`src/rtl/lsu_pkg.sv`:
```
// Shared definitions for the load/store unit: access sizes, FSM states and
// alignment helpers.
`timescale 1ns/1ps
package lsu_pkg;

  localparam logic [1:0] SZ_B = 2'b00;
  localparam logic [1:0] SZ_H = 2'b01;
  localparam logic [1:0] SZ_W = 2'b10;

  typedef enum logic [2:0] {
    IDLE,
    LOAD,
    RMW_RD,
    WRITE,
    RESP
  } state_t;

  // The reserved size code behaves exactly like a word access.
  function automatic logic is_misaligned(input logic [1:0] size, input logic [1:0] addr_lo);
    case (size)
      SZ_B:    is_misaligned = 1'b0;
      SZ_H:    is_misaligned = addr_lo[0];
      SZ_W:    is_misaligned = (addr_lo != 2'b00);
      default: is_misaligned = (addr_lo != 2'b00);
    endcase
  endfunction

  function automatic logic [31:0] force_align(input logic [1:0] size, input logic [31:0] addr);
    case (size)
      SZ_B:    force_align = addr;
      SZ_H:    force_align = {addr[31:1], 1'b0};
      default: force_align = {addr[31:2], 2'b00};
    endcase
  endfunction

endpackage

```
`src/rtl/lsu_align.sv`:
```
// Byte-lane datapath: extracts and sign/zero-extends load lanes, and merges
// store data into a read word (little-endian, lane 0 = bits [7:0]).
`timescale 1ns/1ps
module lsu_align
  import lsu_pkg::*;
(
  input  logic [31:0] rd_word,
  input  logic [31:0] wdata,
  input  logic [1:0]  size,
  input  logic [1:0]  addr_lo,
  input  logic        is_unsigned,
  output logic [31:0] load_data,
  output logic [31:0] merged
);

  logic [7:0]  byte_sel;
  logic [15:0] half_sel;

  always_comb begin
    byte_sel = rd_word[{addr_lo, 3'b000} +: 8];
    half_sel = rd_word[{addr_lo[1], 4'b0000} +: 16];

    case (size)
      SZ_B:    load_data = {{24{~is_unsigned & byte_sel[7]}}, byte_sel};
      SZ_H:    load_data = {{16{~is_unsigned & half_sel[15]}}, half_sel};
      default: load_data = rd_word;
    endcase

    merged = rd_word;
    case (size)
      SZ_B:    merged[{addr_lo, 3'b000} +: 8] = wdata[7:0];
      SZ_H:    merged[{addr_lo[1], 4'b0000} +: 16] = wdata[15:0];
      default: merged = wdata;
    endcase
  end

endmodule

```
`src/rtl/lsu_mem_master.sv`:
```
// Load/store unit converting core byte/half/word accesses into a word memory
// interface. Define LSU_MISALIGN_TRAP_EN to report misaligned accesses as errors.
`timescale 1ns/1ps
module lsu_mem_master
  import lsu_pkg::*;
#(
  parameter int WORD_ADDR = 0
) (
  input  logic        clk,
  input  logic        rst,
  input  logic        req_valid,
  output logic        req_ready,
  input  logic        req_we,
  input  logic [1:0]  req_size,
  input  logic        req_unsigned,
  input  logic [31:0] req_addr,
  input  logic [31:0] req_wdata,
  output logic        rsp_valid,
  output logic [31:0] rsp_rdata,
  output logic        rsp_err,
  output logic        mem_WE,
  output logic [31:0] mem_A,
  output logic [31:0] mem_WD,
  input  logic [31:0] mem_RD
);

  state_t      state_q, state_d;
  logic [31:0] addr_q, addr_d;
  logic [31:0] wdata_q, wdata_d;
  logic [31:0] merge_q, merge_d;
  logic [31:0] rdata_q, rdata_d;
  logic [1:0]  size_q, size_d;
  logic        uns_q, uns_d;
  logic        err_q, err_d;

  logic        trap;
  logic [31:0] acc_addr;
  logic [31:0] load_data;
  logic [31:0] merged;

`ifdef LSU_MISALIGN_TRAP_EN
  assign trap     = is_misaligned(req_size, req_addr[1:0]);
  assign acc_addr = req_addr;
`else
  assign trap     = 1'b0;
  assign acc_addr = force_align(req_size, req_addr);
`endif

  lsu_align u_align (
    .rd_word     (mem_RD),
    .wdata       (wdata_q),
    .size        (size_q),
    .addr_lo     (addr_q[1:0]),
    .is_unsigned (uns_q),
    .load_data   (load_data),
    .merged      (merged)
  );

  always_comb begin
    state_d = state_q;
    addr_d  = addr_q;
    wdata_d = wdata_q;
    merge_d = merge_q;
    rdata_d = rdata_q;
    size_d  = size_q;
    uns_d   = uns_q;
    err_d   = err_q;

    case (state_q)
      IDLE: begin
        if (req_valid) begin
          addr_d  = acc_addr;
          size_d  = req_size;
          uns_d   = req_unsigned;
          wdata_d = req_wdata;
          merge_d = req_wdata;
          rdata_d = 32'h0;
          err_d   = trap;
          if (trap)
            state_d = RESP;
          else if (!req_we)
            state_d = LOAD;
          else if (req_size == SZ_B || req_size == SZ_H)
            state_d = RMW_RD;
          else
            state_d = WRITE;
        end
      end
      LOAD: begin
        rdata_d = load_data;
        state_d = RESP;
      end
      RMW_RD: begin
        merge_d = merged;
        state_d = WRITE;
      end
      WRITE:   state_d = RESP;
      RESP:    state_d = IDLE;
      default: state_d = IDLE;
    endcase
  end

  always_ff @(posedge clk or posedge rst) begin
    if (rst) begin
      state_q <= IDLE;
      addr_q  <= 32'h0;
      wdata_q <= 32'h0;
      merge_q <= 32'h0;
      rdata_q <= 32'h0;
      size_q  <= SZ_B;
      uns_q   <= 1'b0;
      err_q   <= 1'b0;
    end else begin
      state_q <= state_d;
      addr_q  <= addr_d;
      wdata_q <= wdata_d;
      merge_q <= merge_d;
      rdata_q <= rdata_d;
      size_q  <= size_d;
      uns_q   <= uns_d;
      err_q   <= err_d;
    end
  end

  logic mem_active;
  assign mem_active = (state_q == LOAD) || (state_q == RMW_RD) || (state_q == WRITE);

  assign req_ready = (state_q == IDLE);
  assign rsp_valid = (state_q == RESP);
  assign rsp_rdata = rdata_q;
  assign rsp_err   = err_q;
  assign mem_WE    = (state_q == WRITE);
  assign mem_WD    = (state_q == WRITE) ? merge_q : 32'h0;
  assign mem_A     = !mem_active      ? 32'h0 :
                     (WORD_ADDR != 0) ? {2'b00, addr_q[31:2]} :
                                        {addr_q[31:2], 2'b00};

endmodule
```
`config.mk`:
```
export PLATFORM = sky130hd
export DESIGN_NAME = lsu_mem_master
export DESIGN_NICKNAME = d
export VERILOG_FILES = /design/src/rtl/lsu_pkg.sv /design/src/rtl/lsu_align.sv /design/src/rtl/lsu_mem_master.sv
export SDC_FILE = /design/constraint.sdc
export NUM_CORES = 1
export LEC_CHECK = 0
export ABC_AREA = 0
export BUFFER_PORTS_ARGS = -buffer_cell sky130_fd_sc_hd__buf_2
export CAP_MARGIN = 10
export CORE_MARGIN = 2
export CORE_UTILIZATION = 45
export DETAILED_ROUTE_END_ITERATION = 8
export GPL_ROUTABILITY_DRIVEN = 0
export PLACE_DENSITY = 0.82
export SLEW_MARGIN = 20
export SYNTH_ARGS = -nofsm -noshare
export SYNTH_HDL_FRONTEND = slang
export SYNTH_SLANG_ARGS = --single-unit
export TNS_END_PERCENT = 50
```
`constraint.sdc`:
```
create_clock -name clk -period 4.2 [get_ports clk]
set_clock_uncertainty 0.15 [all_clocks]
set_input_delay 0.21 -clock clk [delete_from_list [all_inputs] [get_ports clk]]
set_output_delay 0.21 -clock clk [all_outputs]
set_load 0.03 [all_outputs]
```
==> metrics.txt <==
status=complete, no violations; WL final=23.7 mm; post-DP HPWL=15.6 mm; Area Growth Syn to Fin=37.4%; met3 wire length=2.49 mm; Finished Layout Cells=1235; Syn Area/Cell=9.05 µm²; die span in x=129 µm; num rows=45; Clock Sinks=134; unrepaired setup endpoints after global routing=no; clock latency on the worst-skew pair=0.42 ns; Worst Setup Slack, final=1.32 ns; Cell Pwr Density=790 nW/µm²; Critical-path top delay cell=dfrtp_1; setup TNS=0 ns; # diodes=0; Fmax achieved=347 MHz; Tot Pwr=7.59 mW; Port Buffer Count=199; 1st-iter DRT viols=954; CP Max Fanout=16; Initial Util=46.0%; critical path data arrival time=3.07 ns; vias in the first global route=7020; first-pass GRT wire length=37.3 mm; routed metal-1 wirelength=9.22 mm; Slew Viols, Final=0; worst path cell trace=inv_1, ha_1, or4b_4, o21ai_2, a221oi_1, a31oi_1; CTS tree=built; total global routing overflow=0; Slew @ Worst Pin=1.02 ns; Synth cell types=52; num ports=203; DR vias=7157; crit start category=flip-flop; Final min period=2.88 ns; highest metal used=met4; slew margin rel.=32.1%; Die Y-Extent=129 µm; register area share after synthesis=48.0%; flop and latch count out of synthesis=134; Final ANT Viol Nets=0; DP Area=8060 µm²; all-layer global routing usage=29.2%; Resized cells post-CTS=0; Largest stage delay, worst path=0.79 ns; Yosys Warn Count=0; largest buffer count on any clock path=2; Worst Setup Path Type=reg2reg; die area=16500 µm²; total of max-cap violations=0; final period utilization=68.6%; share of cells above drive strength 1=26.7%; Synth async-reset ratio=100%; largest net degree at the start of global routing=70; met2 routed WL=11.0 mm; htree depth=4; Fin Hold WS=0.0173 ns; Mapped Area=6990 µm²; vias per std cell=5.80; Mapped Cells=772; TritonCTS Buffers=17; leakage=4.97 nW; prevailing post-synth register cell=dfrtp_1; fin nets=1142; final core occ=63.2%; mean routed wirelength per cell=19.2 µm; Crit. End Element=flip-flop; Hold Violations, Final=0; Final Cell Area=9600 µm²; clock-pin slew on the worst setup and hold paths=0.06 ns; Hold Crit Class=in2reg; Setup violations, final=0; initial antenna violation count=0; Cells after DPL=1113; CTS root buffer=clkbuf_16; Core ar.=15200 µm²; Layout fillers=1236; 1st-pass router iterations=6; maximum VDD drop=0.428 mV; Post-synth EDFFs=0; DRC viols=0; CP required=4.39 ns; Setup WS pre-CTS=1.35 ns
## repair_timing
action,4_1_cts,5_1_grt
endpoints found under the hold margin,171,0
hold buffers,90,0
buffers inserted,0,0
## cell usage after synthesis (3+ instances only)
| library cell | instances | share of area (%) |
|---|---|---|
| nand2_1 | 255 | 14 |
| dfrtp_1 | 134 | 48 |
| o21ai_0 | 43 | 3.1 |
| and2_1 | 37 | 3.3 |
| clkbuf_1 | 36 | 1.9 |
| and3_1 | 33 | 3.0 |
| a22oi_1 | 20 | 2.1 |
| a21oi_1 | 19 | 1.4 |
| a222oi_1 | 16 | 2.3 |
| buf_2 | 16 | 1.1 |
| nor2_1 | 14 | 0.75 |
| a221oi_1 | 13 | 1.6 |
| mux2_2 | 12 | 1.9 |
| a221o_1 | 8 | 1.1 |
| nand2b_1 | 8 | 0.72 |
| mux4_2 | 7 | 2.3 |
| o221ai_1 | 7 | 0.88 |
| a211oi_1 | 6 | 0.64 |
| nand3_1 | 6 | 0.43 |
| nor2b_1 | 6 | 0.54 |
| a21o_1 | 5 | 0.54 |
| a31oi_1 | 5 | 0.45 |
| a32oi_1 | 5 | 0.63 |
| buf_4 | 5 | 0.54 |
| ha_1 | 5 | 0.90 |
| o21ai_1 | 5 | 0.36 |
| buf_1 | 4 | 0.21 |
| inv_1 | 4 | 0.21 |
| nor3_1 | 4 | 0.29 |
| a2bb2oi_1 | 3 | 0.38 |
| nand3b_1 | 3 | 0.32 |
| nor3b_1 | 3 | 0.32 |
## report_power, final
group / total, mW / switching, mW / internal [mW]
clock: 1.61 / 0.574 / 1.04
combinational: 3.51 / 2.25 / 1.26
sequential: 2.47 / 0.578 / 1.89
## cell type report
| cell class | count | area [µm²] | share of cell area [%] |
|---|---|---|---|
| Multi-Input combinational cell | 575 | 3360 | 35.0 |
| Sequential cell | 134 | 3350 | 34.9 |
| Timing Repair Buffer | 302 | 1990 | 20.8 |
| Clock buffer | 20 | 467 | 4.86 |
| Tap cell | 188 | 235 | 2.45 |
| Clock inverter | 12 | 174 | 1.81 |
| Inverter | 4 | 17.5 | 0.182 |
## path summary, 6_finish.rpt
| kind | startpoint | end | slack, ns | depth (start not counted) |
|---|---|---|---|---|
| worst min-delay path | mem_RD[4] | rsp_rdata[4] | 0.02 | 3 |
| worst max register to register | addr_q[0] | merge_q[20] | 1.32 | 6 |
| max in group asynchronous | rst | state_q[1] | 2.52 | 4 |
| worst min register to register | addr_q[30] | addr_q[30] | 0.32 | 2 |
| min in group asynchronous | rst | size_q[0] | 0.37 | 3 |
| worst max-delay path | addr_q[0] | merge_q[20] | 1.32 | 6 |
## layout by cell type, fill, tap and decap left out, types with 4 or more instances in the layout
cell and instances:
bufinv_16 4, nor2_1 13, a32oi_1 5, and2_1 37
nand2_1 255, clkinvlp_4 4, and3_1 33, a222oi_1 16
clkbuf_16 17, dfrtp_1 133, a31oi_1 5, buf_2 199
o21ai_0 43, nor2b_1 6, ha_1 5, a221o_1 8
a221oi_1 13, mux2_2 12, dlygate4sd3_1 90, nand2b_1 8
a211oi_1 6, o221ai_1 7, o21ai_1 5, a21oi_1 19
a22oi_1 20, nor3_1 4, buf_4 13, a21o_1 5
mux4_2 7, nand3_1 6
## state kept, by name, summed over array words and instances (netlist names)
signal,cells
state_q,3
uns_q,1
size_q,2
rsp_rdata,32
merge_q,32
addr_q,32
wdata_q,32
## per-layer routing
| layer | track usage (%) | up-vias |
|---|---|---|
| met5 | 0 | - |
| met4 | 14.5 | 0 |
| met3 | 7.03 | 77 |
| met2 | 46.4 | 467 |
| met1 | 37.5 | 3393 |
| li1 | - | 3220 |
## critical path, delay by kind of cell (launching register included)
kind / cells / cell delay, ns
buffers and inverters: 1 / 0.22
AO/OA/AOI/OAI: 3 / 0.75
AND/OR/NAND/NOR: 1 / 0.51
flip-flops: 1 / 0.79
adder cells (fa/ha/maj): 1 / 0.39
## cell families (layout without fill, tap and decap cells)
| logic type | count (synthesis) | in the layout | synth area share (%) |
|---|---|---|---|
| mux | 21 | 21 | 4.48 |
| other cells | 1 | 3 | 0.0537 |
| simple gates | 385 | 385 | 26.2 |
| buf+inv | 65 | 338 | 4.05 |
| flops | 134 | 134 | 48.0 |
| compound gates | 161 | 161 | 16.3 |
| fa+ha+maj | 5 | 5 | 0.895 |
(Power assumes the default switching activity.)
